--- config.mk ---
export PLATFORM = sky130hd
export DESIGN_NAME = comma_aligner_8b10b
export DESIGN_NICKNAME = d
export VERILOG_FILES = /design/src/rtl/comma_aligner_8b10b.sv
export SDC_FILE = /design/constraint.sdc
export NUM_CORES = 1
export LEC_CHECK = 0
export BUFFER_PORTS_ARGS = -buffer_cell sky130_fd_sc_hd__clkbuf_2
export CORE_ASPECT_RATIO = 1.25
export CORE_MARGIN = 2
export CORE_UTILIZATION = 53
export CTS_CLUSTER_SIZE = 16
export DETAILED_ROUTE_END_ITERATION = 16
export GPL_TIMING_DRIVEN = 0
export PLACE_DENSITY = 0.71
export SYNTH_ARGS = -nofsm -noshare
export SYNTH_HDL_FRONTEND = slang
export SYNTH_SLANG_ARGS = --single-unit
--- constraint.sdc ---
create_clock -name clk -period 2.7 [get_ports clk]
set_input_delay 0.54 -clock clk [delete_from_list [all_inputs] [get_ports clk]]
set_output_delay 0.54 -clock clk [all_outputs]
set_load 0.005 [all_outputs]
--- src/rtl/comma_aligner_8b10b.sv ---
// Receive-side comma aligner for the 8b10b audio link: hunts for K28.5 in the serial
// stream, confirms the phase over several commas, then emits aligned symbols while locked.
module comma_aligner_8b10b #(
    parameter logic [9:0] COMMA_P    = 10'b0011111010,
    parameter int         ACQ_COUNT  = 3,
    parameter int         LOSS_COUNT = 4,
    parameter int         MAX_GAP    = 64
) (
    input  logic       clk,
    input  logic       reset,
    input  logic       rx_bit,
    input  logic       rx_valid,
    output logic [9:0] sym_out,
    output logic       sym_valid,
    output logic       sym_is_comma,
    output logic       locked,
    output logic       realign
);

    localparam int AW = $clog2(ACQ_COUNT + 1);
    localparam int LW = $clog2(LOSS_COUNT + 1);
    localparam int GW = $clog2(MAX_GAP + 1);

    localparam logic [1:0] HUNT  = 2'd0;
    localparam logic [1:0] CHECK = 2'd1;
    localparam logic [1:0] SYNC  = 2'd2;

    logic [1:0]    state, stateNx;
    logic [9:0]    sr, srNx;
    logic [3:0]    bitCnt, bitCntNx;
    logic [AW-1:0] acqCnt, acqCntNx, acqInc;
    logic [LW-1:0] missCnt, missCntNx, missInc;
    logic [GW-1:0] gapCnt, gapCntNx, gapInc;
    logic [9:0]    symOutNx;
    logic          symValidNx, symCommaNx, lockedNx, realignNx;

    logic [9:0] winNext;
    logic       isComma, boundary;

    assign winNext  = {sr[8:0], rx_bit};
    assign isComma  = (winNext == COMMA_P) || (winNext == ~COMMA_P);
    assign boundary = (bitCnt == 4'd9);

    // Counters stop at their thresholds; reaching the threshold is what triggers the transition.
    assign acqInc  = (acqCnt  == AW'(ACQ_COUNT))  ? acqCnt  : acqCnt  + AW'(1);
    assign missInc = (missCnt == LW'(LOSS_COUNT)) ? missCnt : missCnt + LW'(1);
    assign gapInc  = (gapCnt  == GW'(MAX_GAP))    ? gapCnt  : gapCnt  + GW'(1);

    always_comb begin
        stateNx    = state;
        srNx       = sr;
        bitCntNx   = bitCnt;
        acqCntNx   = acqCnt;
        missCntNx  = missCnt;
        gapCntNx   = gapCnt;
        symOutNx   = sym_out;
        symCommaNx = sym_is_comma;
        symValidNx = 1'b0;
        lockedNx   = locked;
        realignNx  = 1'b0;

        if (rx_valid) begin
            srNx     = winNext;
            bitCntNx = boundary ? 4'd0 : bitCnt + 4'd1;

            case (state)
                HUNT: begin
                    if (isComma) begin
                        bitCntNx  = 4'd0;
                        acqCntNx  = AW'(1);
                        gapCntNx  = '0;
                        missCntNx = '0;
                        stateNx   = CHECK;
                    end
                end

                CHECK: begin
                    if (boundary) begin
                        if (isComma) begin
                            acqCntNx = acqInc;
                            gapCntNx = '0;
                            if (acqInc == AW'(ACQ_COUNT)) begin
                                stateNx    = SYNC;
                                lockedNx   = 1'b1;
                                symValidNx = 1'b1;
                                symOutNx   = winNext;
                                symCommaNx = 1'b1;
                                missCntNx  = '0;
                            end
                        end else begin
                            gapCntNx = gapInc;
                            if (gapInc == GW'(MAX_GAP)) begin
                                stateNx  = HUNT;
                                acqCntNx = '0;
                                gapCntNx = '0;
                            end
                        end
                    end else if (isComma) begin
                        // A comma off the tentative phase wins: restart confirmation there.
                        bitCntNx = 4'd0;
                        acqCntNx = AW'(1);
                        gapCntNx = '0;
                    end
                end

                SYNC: begin
                    if (boundary) begin
                        if (isComma) begin
                            gapCntNx   = '0;
                            missCntNx  = '0;
                            symValidNx = 1'b1;
                            symOutNx   = winNext;
                            symCommaNx = 1'b1;
                        end else if (gapInc == GW'(MAX_GAP)) begin
                            // Too long without a comma: drop lock and suppress this symbol.
                            stateNx   = HUNT;
                            lockedNx  = 1'b0;
                            acqCntNx  = '0;
                            gapCntNx  = '0;
                            missCntNx = '0;
                        end else begin
                            gapCntNx   = gapInc;
                            symValidNx = 1'b1;
                            symOutNx   = winNext;
                            symCommaNx = 1'b0;
                        end
                    end else if (isComma) begin
                        if (missInc == LW'(LOSS_COUNT)) begin
                            stateNx   = CHECK;
                            lockedNx  = 1'b0;
                            realignNx = 1'b1;
                            bitCntNx  = 4'd0;
                            acqCntNx  = AW'(1);
                            gapCntNx  = '0;
                            missCntNx = '0;
                        end else begin
                            missCntNx = missInc;
                        end
                    end
                end

                default: begin
                    stateNx  = HUNT;
                    lockedNx = 1'b0;
                end
            endcase
        end
    end

    always_ff @(posedge clk or negedge reset) begin
        if (!reset) begin
            state        <= HUNT;
            sr           <= '0;
            bitCnt       <= '0;
            acqCnt       <= '0;
            missCnt      <= '0;
            gapCnt       <= '0;
            sym_out      <= '0;
            sym_valid    <= 1'b0;
            sym_is_comma <= 1'b0;
            locked       <= 1'b0;
            realign      <= 1'b0;
        end else begin
            state        <= stateNx;
            sr           <= srNx;
            bitCnt       <= bitCntNx;
            acqCnt       <= acqCntNx;
            missCnt      <= missCntNx;
            gapCnt       <= gapCntNx;
            sym_out      <= symOutNx;
            sym_valid    <= symValidNx;
            sym_is_comma <= symCommaNx;
            locked       <= lockedNx;
            realign      <= realignNx;
        end
    end

endmodule

# Yosys cells after proc, flatten, opt, wreduce, memory -nomap -nowiden
# Index checks and enable logic that the tools add are counted.
# op_classes
eq_ne,22
n_mux,78
n_addsub,4
bitwise_logic,1
n_reduce_logical,10
# op_table
op,count
2-to-1 mux 10 bit,6
2-to-1 mux 7 bit,8
2-to-1 mux 2 bit,16
2-to-1 mux 3 bit,10
2-to-1 mux 4 bit,6
2-to-1 mux 1 bit,23
one-hot mux 7 bit (3 select lines),1
one-hot mux 10 bit (2 select lines),1
!= test 3 bit (second input constant),6
== test 7 bit (second input constant),2
AND reduction 7 bit,2
one-hot mux 2 bit (3 select lines),2
one-hot mux 4 bit (3 select lines),1
== test 10 bit (second input constant),1
== test 10 x 8 -> 1 bit (second input constant),1
!= test 2 bit (second input constant),5
one-hot mux 3 bit (3 select lines),1
AND reduction 9 bit,1
AND reduction 8 bit,1
adder 7 x 1 -> 7 bit (second input constant),1
== test 2 bit (second input constant),3
== test 3 bit (second input constant),2
AND reduction 5 bit,1
adder 4 x 1 -> 4 bit (second input constant),1
other kinds (12),13
# word_totals
input_bits,4
ff_bits,41
elab_cells,126
output_inout_bits,14

# Logic depth before layout (Yosys ltp)
# Gate-level depths: netlist of the first run.
# depth
depth_word,8
depth_mapped,10
depth_no_buf,8

# Least setup slack after synthesis of the first run
# No wires, ideal clock.
# synth_path
path_kind,input-to-reg
startpoint,in rx_bit
endpoint,reg sym_out[0]
cell_stages,8
n_path_buf,2
arrival_ps,2246
setup_ps,125
path_slack_ps,329
required_time_ps,2575
cell_sequence,and4bb_1 > or4b_1 > buf_6 > a21oi_4 > o2111ai_2 > o21bai_1 > buf_6 > mux2_4
# synth_via
elab_chain_cells,5
elab_cells_between_ends,13
classes_between,4 x eq/ne; 7 x mux; 2 x reduce/logical
# synth_lines
element,line,source
from (decl),11,"input logic rx_bit,"
== test 10 x 8 -> 1 bit or == test 10 bit (tied branches),41,assign isComma = (winNext == COMMA_P) || (winNext == ~COMMA_P);
logical OR 1 bit,41,
2-to-1 mux 10 bit,108,if (isComma) begin
2-to-1 mux 10 bit,107,if (boundary) begin
one-hot mux 10 bit (2 select lines),66,case (state)
to (signal assigned),170,sym_out <= symOutNx;
to (decl),13,"output logic [9:0] sym_out,"
# Several ways; a longest one is shown, not always the timed one. The select of a mux whose other input is x is not followed.
# A chain may end at the register's enable or synchronous reset.

# Worst setup path after layout of the first run
# layout_path
startpoint,reg missCnt[0]
endpoint,reg acqCnt[1]
# layout_via
elab_chain_cells,5
elab_cells_between_ends,6
classes_between,1 x add/sub; 3 x eq/ne; 1 x mux; 1 x reduce/logical
# layout_lines
element,line,source
from (decl),32,"logic [LW-1:0] missCnt, missCntNx, missInc;"
from (signal assigned),168,missCnt <= missCntNx;
adder 3 x 1 -> 3 bit or == test 3 bit (tied branches),46,assign missInc = (missCnt == LW'(LOSS_COUNT)) ? missCnt : missCnt + LW'(1);
2-to-1 mux 3 bit (*),46,
== test 3 bit (*),128,if (missInc == LW'(LOSS_COUNT)) begin
!= test 3 bit (no line) (*),--,
AND reduction 5 bit (no line) (*),--,
to (signal assigned),167,acqCnt <= acqCntNx;
to (decl),31,"logic [AW-1:0] acqCnt, acqCntNx, acqInc;"
# Every way passes the cells marked *; elsewhere a longest branch is shown, timed or not.

==> results.yml, run 1 <==
run_status:
  run_status: "complete, no violations"
synthesis:
  synth_area_leaders: "dfrtp_1 41%, mux2_4 6.0%, ha_1 5.0%"
  synth_area_sq_um: 2520
  post_synth.cell_area_avg_sq_um: 10.1
  post-synth-top-area-cell: "dfrtp_1"
  mapped_nets: 263
  yosys_register_bits: 41
  post_synthesis_cell_count: 249
  ys_async_sr_fraction: 1.00
  ys_warn_count: 0
  post_synth_edffs: 0
  portion_of_the_post_synthesis_area_used_by_sequential_elements: 0.407
  synth_commonest_cells: "41 x dfrtp_1, 17 x nand2_1, 12 x a21oi_1, 11 x clkbuf_1, 11 x inv_1"
  yosys.cell_count.top_type: "dfrtp_1"
  yosys_most_used_dff: "dfrtp_1"
  synthDistinctLibCells: 64
  synth_top_area_share: 0.407
placed_design:
  detailed_place_hpwl_um: 3760
  dpl-instance-area_sq_um: 2680
  port_buffers: 17
  post-place-ws_ns: -0.0338
  gp_weighted_congestion: 0.920
sta:
  final.setup.tns_ns: 0
  slew_violations: 0
  hold_viol: 0
  max-slew-margin-rel: 0.324
  holdWs_ns: 0.400
  post-route-min-period_ns: 2.51
  layout_worst_path_cycle_share: 0.931
  max_freq_ghz: 0.398
  timing.clock.skew_ns: 0.00650
  worst_slew_pin_slew_ns: 1.01
  rsz0062_at_grt: "false"
  timing.final.setup_violations: 0
  post-route-worst-setup-slack_ns: 0.185
setup_path:
  cp_common_cell: "o211ai_1"
  timing.critical_path.required_ns: 2.89
  timing.rr.start: "missCnt[0]$_DFFE_PN0P_"
  cpMaxStageDelayCell: "dfrtp_2"
  rr_worst_depth: 8
  crit_family: "compound AO/OA/AOI/OAI gates"
  worst_setup_path_startpoint: "missCnt[0]$_DFFE_PN0P_"
  path_cells: "inv_1, ha_1, or3b_1, a311o_1, a21o_1, o211ai_1, o211ai_1, a32o_1"
  timing.reg2reg.setup_slack_ns: 0.19
  worst-path-buf-inv: 1
  critical_path.max_stage_delay_ns: 0.42
  startpoint_class: "register"
  cp-end-kind: "register"
  critical_path_cell_count: 8
  critical_path_class: "reg2reg"
  critical_path_endpoint: "acqCnt[1]$_DFFE_PN0P_"
  critical_path.reg2reg.endpoint: "acqCnt[1]$_DFFE_PN0P_"
  critPathArrivalTime_ns: 2.71
  critical_path_peak_fanout: 6
floorplanning:
  floorplan.die_area_sq_um: 5330
  boundaryPins: 18
  die_height_um: 81.1
  die-width_um: 65.7
  number_of_cell_rows: 28
  core_area_sq_um: 4660
  floorplan.initialDensity: 0.541
finish:
  antenna_cells_inserted: 0
  final_cell_area_sq_um: 2790
  area_growth_syn_to_layout_pct: 10.5
  layout-drive-gt1-share: 0.189
  final_net_count: 288
flow_run:
  max_cap_violations: 0
clock_tree:
  clock_tree.htree_level_count: 2
  cts-root-to-sink-buffers: 2
  tritoncts_num_sinks: 41
  cts_inserted_buffers: 5
  insertion_delay_ns: 0.30
  clock_tree_from_tritoncts: "yes"
  cts.clk_slew.worst_paths_ns: 0.09
  cts_hold_buffers: 0
  cts.root.buffer_cell: "clkbuf_8"
routing:
  vias_per_cell: 6.22
  drt-initial-drc-count: 263
  antenna_violating_nets_post_route: 0
  post_route_drc: 0
  route.final.wire_length_um: 5330
  routed_wire_length_per_instance_um: 15.9
  via_count: 2085
  dr.pass1.iters: 5
global_routing:
  grt_pass1_wl_um: 8920
  grt_use_total: 0.216
  gr-total-overflow: 0
  maximum_number_of_pins_on_one_net_before_global_route_repair: 42
  first_global_vias: 1914
  antenna_found_initial: 0
hold_path:
  timing.hold.worst.class: "in2async"
power_and_ir_drop:
  power.leakage_nw: 1.21
  pwr_density_cell_nw_per_um2: 804
  worst_ir_drop_vdd_uv: 499
-- placed cells by master, fill, tap and decap left out, types with 4 or more instances in the layout --
cell type | netlist | layout
a21oi_1 | 12 | 11
a31oi_1 | 7 | 7
and3_1 | 4 | 4
clkbuf_1 | 11 | 11
clkbuf_2 | 0 | 17
clkbuf_8 | 0 | 5
dfrtp_1 | 41 | 40
ha_1 | 10 | 10
inv_1 | 11 | 11
mux2_2 | 9 | 9
mux2_4 | 10 | 10
nand2_1 | 17 | 17
nand2b_1 | 4 | 4
nand3_1 | 8 | 8
nand3b_1 | 4 | 4
nand4_1 | 4 | 4
nor2_1 | 9 | 9
nor2b_1 | 5 | 5
o211ai_1 | 4 | 4
o21ai_0 | 10 | 10
o21ai_1 | 5 | 5
-- registers in the layout, summed over array words and instances, names as in the netlist --
signal	cells
acqCnt	2
bitCnt	4
gapCnt	7
locked	1
missCnt	3
realign	1
sr	9
state	2
sym_is_comma	1
sym_out	10
sym_valid	1
-- what timing repair did --
item | CTS | global route
resized for setup | 0 | 3
setup buffers | 0 | 1
setup endpoints to repair | 0 | 11
-- kinds of logic after synthesis --
logic type / synth area share
adders and majority gates: 0.0496
buffers and inverters: 0.0432
and+or+nand+nor: 0.168
muxes: 0.108
xor gates and xnor gates: 0.0104
DFF: 0.407
AOI/OAI and AO/OA: 0.214
-- where the power goes --
| part | total [mW] | internal (mW) | switching (mW) |
|---|---|---|---|
| Sequential | 0.979 | 0.805 | 0.174 |
| Combinational | 0.847 | 0.433 | 0.414 |
| Clock | 0.413 | 0.183 | 0.229 |
-- per-layer routing --
layer  GRT usage  part of all wire
met1       0.285              0.46
met2       0.353              0.49
met3      0.0402             0.043
met5           0                 0
met4      0.0833            0.0084
-- worst min path at each step --
stage,from,to,depth (start not counted)
2_1_floorplan,reset,acqCnt[0]$_DFFE_PN0P_,0
3_3_place_gp,sym_is_comma$_DFFE_PN0P_,sym_is_comma$_DFFE_PN0P_,1
3_5_place_dp,sym_is_comma$_DFFE_PN0P_,sym_is_comma$_DFFE_PN0P_,1
4_1_cts,reset,bitCnt[2]$_DFFE_PN0P_,1
5_1_grt,reset,bitCnt[3]$_DFFE_PN0P_,1
6_report,reset,bitCnt[2]$_DFFE_PN0P_,1
-- per-stage QoR --
step | power (mW) | utilization | std cells
6_report | 2.24 | 0.598 | 335
5_1_grt | 2.40 | 0.598 | 335
4_1_cts | 2.25 | 0.595 | 334
3_5_place_dp | 1.83 | 0.575 | 326
3_3_place_gp | 1.80 | 0.575 | 326
2_1_floorplan | 1.57 | - | 249
-- final cells by class --
cell class	instances	area (sq um)
fill	409	1870
multi-input combinational	183	1390
sequential	41	1030
timing repair buffer	18	92.6
tap	60	75.1
clock buffer	5	68.8
buffer	14	67.6
inverter	11	41.3
clock inverter	3	22.5
No activity file was read; power rests on OpenSTA's default activity.
==> inputs of run 2 (changes only) <==
--- a/config.mk
+++ b/config.mk
@@ -7,7 +7,6 @@
 export LEC_CHECK = 0
 export BUFFER_PORTS_ARGS = -buffer_cell sky130_fd_sc_hd__clkbuf_2
 export CORE_ASPECT_RATIO = 1.25
-export CORE_MARGIN = 2
 export CORE_UTILIZATION = 53
 export CTS_CLUSTER_SIZE = 16
 export DETAILED_ROUTE_END_ITERATION = 16
==> run 2 against run 1 <==
  * Non-clock buffer count increased by 1
  * Clock power is 46% higher
  * Critical path type unchanged
  * Register-to-register slack worse by 0.07 ns
==> results.yml, run 2 (synthesis gave the netlist of run 1 again) <==
run_status:
  run_status: "complete, no violations"
finish:
  layout_commonest_cell: "dfrtp_1"
  fillCellCount: 381
  antenna_cells_inserted: 0
  area_growth_syn_to_layout_pct: 12.3
  commonest_cells_after_routing_fill_and_taps_aside: "41 x dfrtp_1, 17 x nand2_1, 17 x clkbuf_2, 12 x a21oi_1"
  largest_reg_flops: 10
  top_register: "sym_out"
  final_cell_area_sq_um: 2830
  final_net_count: 289
  layout-drive-gt1-share: 0.185
  layout_top_registers: "sym_out (10), sr (9), gapCnt (7)"
global_routing:
  gr-usage-met2: 0.348
  maximum_number_of_pins_on_one_net_before_global_route_repair: 42
  met3_usage: 0.0431
  antenna_found_initial: 0
  grt_pass1_wl_um: 9130
  gr-usage-met1: 0.327
  grt_use_total: 0.231
  grt.busiest_layer: "met2"
  gr-total-overflow: 0
  first_global_vias: 1924
setup_path:
  startpoint_class: "register"
  critical_path_peak_fanout: 10
  cp-end-kind: "register"
  cpMaxStageDelayCell: "nand4_1"
  critical_path_class: "reg2reg"
  timing.critical_path.required_ns: 2.89
  crit_family: "simple AND/OR/NAND/NOR gates"
  path_cells: "nor4bb_1, nand4_1, a21oi_4, o2111ai_2, o21bai_1, buf_6, mux2_4"
  critPathArrivalTime_ns: 2.77
  critical_path.max_stage_delay_ns: 0.47
  worst-path-buf-inv: 1
clock_tree:
  cts.clk_slew.worst_paths_ns: 0.09
  insertion_delay_ns: 0.30
  clock_tree.htree_level_count: 2
  cts-root-to-sink-buffers: 2
  clock_tree_from_tritoncts: "yes"
  tritoncts_num_sinks: 41
  cts-resized-gates: 0
  cts.root.buffer_cell: "clkbuf_8"
  cts_inserted_buffers: 5
placed_design:
  post-place-ws_ns: -0.0163
  detailed_place_hpwl_um: 3590
  dpl-instance-area_sq_um: 2680
  gp_weighted_congestion: 0.876
  port_buffers: 17
sta:
  slew_violations: 0
  post-route-worst-setup-slack_ns: 0.116
  timing.final.setup_violations: 0
  post-route-min-period_ns: 2.58
  timing.clock.skew_ns: 0.00737
  layout_worst_path_cycle_share: 0.957
  hold_viol: 0
  max-slew-margin-rel: 0.326
  max_freq_ghz: 0.387
  rsz0062_at_grt: "false"
  worst_slew_pin_slew_ns: 1.01
  final.setup.tns_ns: 0
power_and_ir_drop:
  power.sequential.fraction: 0.401
  fraction_of_power_spent_switching_nets: 0.336
  clockPowerShare: 0.249
  intPower_mw: 1.61
  pwr_density_cell_nw_per_um2: 855
  power.switching_mw: 0.813
  power.leakage_nw: 1.24
  share_comb_of_total_power: 0.350
  worst_ir_drop_vdd_uv: 462
floorplanning:
  boundaryPins: 18
  die-width_um: 63.7
  die_height_um: 79.1
  floorplan.die_area_sq_um: 5040
  floorplan.initialDensity: 0.561
  number_of_cell_rows: 27
  core_area_sq_um: 4490
routing:
  post_route_drc: 0
  routed_wire_length_per_instance_um: 15.9
  vias_per_cell: 6.19
  drt-initial-drc-count: 163
  route.final.wire_length_um: 5300
  via_count: 2067
  dr.pass1.iters: 4
  antenna_violating_nets_post_route: 0
flow_run:
  max_cap_violations: 0
hold_path:
  timing.hold.worst.class: "in2async"
run 2: metal layers:
layer	wire length [um]	up-vias	share of wire
li1	-	997	-
met2	2420	73	0.46
met5	0	-	0
met1	2500	985	0.47
met3	288	12	0.054
met4	94	0	0.018
run 2: area by class of cell:
cell class | count | area [sq um] | area share
well taps | 58 | 72.6 | 0.0256
clock inverters | 3 | 68.8 | 0.0243
clock buffers | 5 | 68.8 | 0.0243
multi-input cells | 183 | 1390 | 0.490
plain buffers | 14 | 67.6 | 0.0239
inverters | 11 | 41.3 | 0.0146
repair buffers | 19 | 100 | 0.0354
flip-flops and latches | 41 | 1030 | 0.362
run 2: per-stage QoR:
| stage | std cells | total power, mW | util | hold WS [ns] |
|---|---|---|---|---|
| 5_1_grt | 334 | 2.59 | 0.630 | 0.500 |
| 3_5_place_dp | 324 | 1.82 | 0.596 | 0.473 |
| 4_1_cts | 332 | 2.43 | 0.627 | 0.436 |
| 3_3_place_gp | 324 | 1.80 | 0.596 | 0.486 |
| 2_1_floorplan | 249 | 1.57 | - | 0.244 |
| 6_report | 334 | 2.42 | 0.630 | 0.399 |
run 2: what timing repair did:
item,4_1_cts,5_1_grt
setup endpoints to repair,0,2
setup buffers,0,2
hold buffers,0,0
run 2: final timing paths:
kind                                          startpoint                        to  slack [ns]  cells after the start
worst max-delay path                   sr[0]$_DFFE_PN0P_    sym_out[7]$_DFFE_PN0P_        0.12                      7
max in group asynchronous                          reset      state[0]$_DFFE_PN0P_        1.68                      1
worst max register to register         sr[0]$_DFFE_PN0P_    sym_out[7]$_DFFE_PN0P_        0.12                      7
worst min-delay path                               reset    sym_out[5]$_DFFE_PN0P_        0.40                      1
worst min register to register  sym_is_comma$_DFFE_PN0P_  sym_is_comma$_DFFE_PN0P_        0.50                      1
min in group clk                sym_is_comma$_DFFE_PN0P_  sym_is_comma$_DFFE_PN0P_        0.50                      1
run 2: power groups by stage:
stage	Combinational [mW]	Sequential [mW]	Clock [mW]
CTS	0.842	0.970	0.618
finish	0.847	0.970	0.604
detailed placement	0.836	0.980	0
global route	0.951	1.00	0.634
floorplan	0.614	0.953	0
global placement	0.820	0.977	0
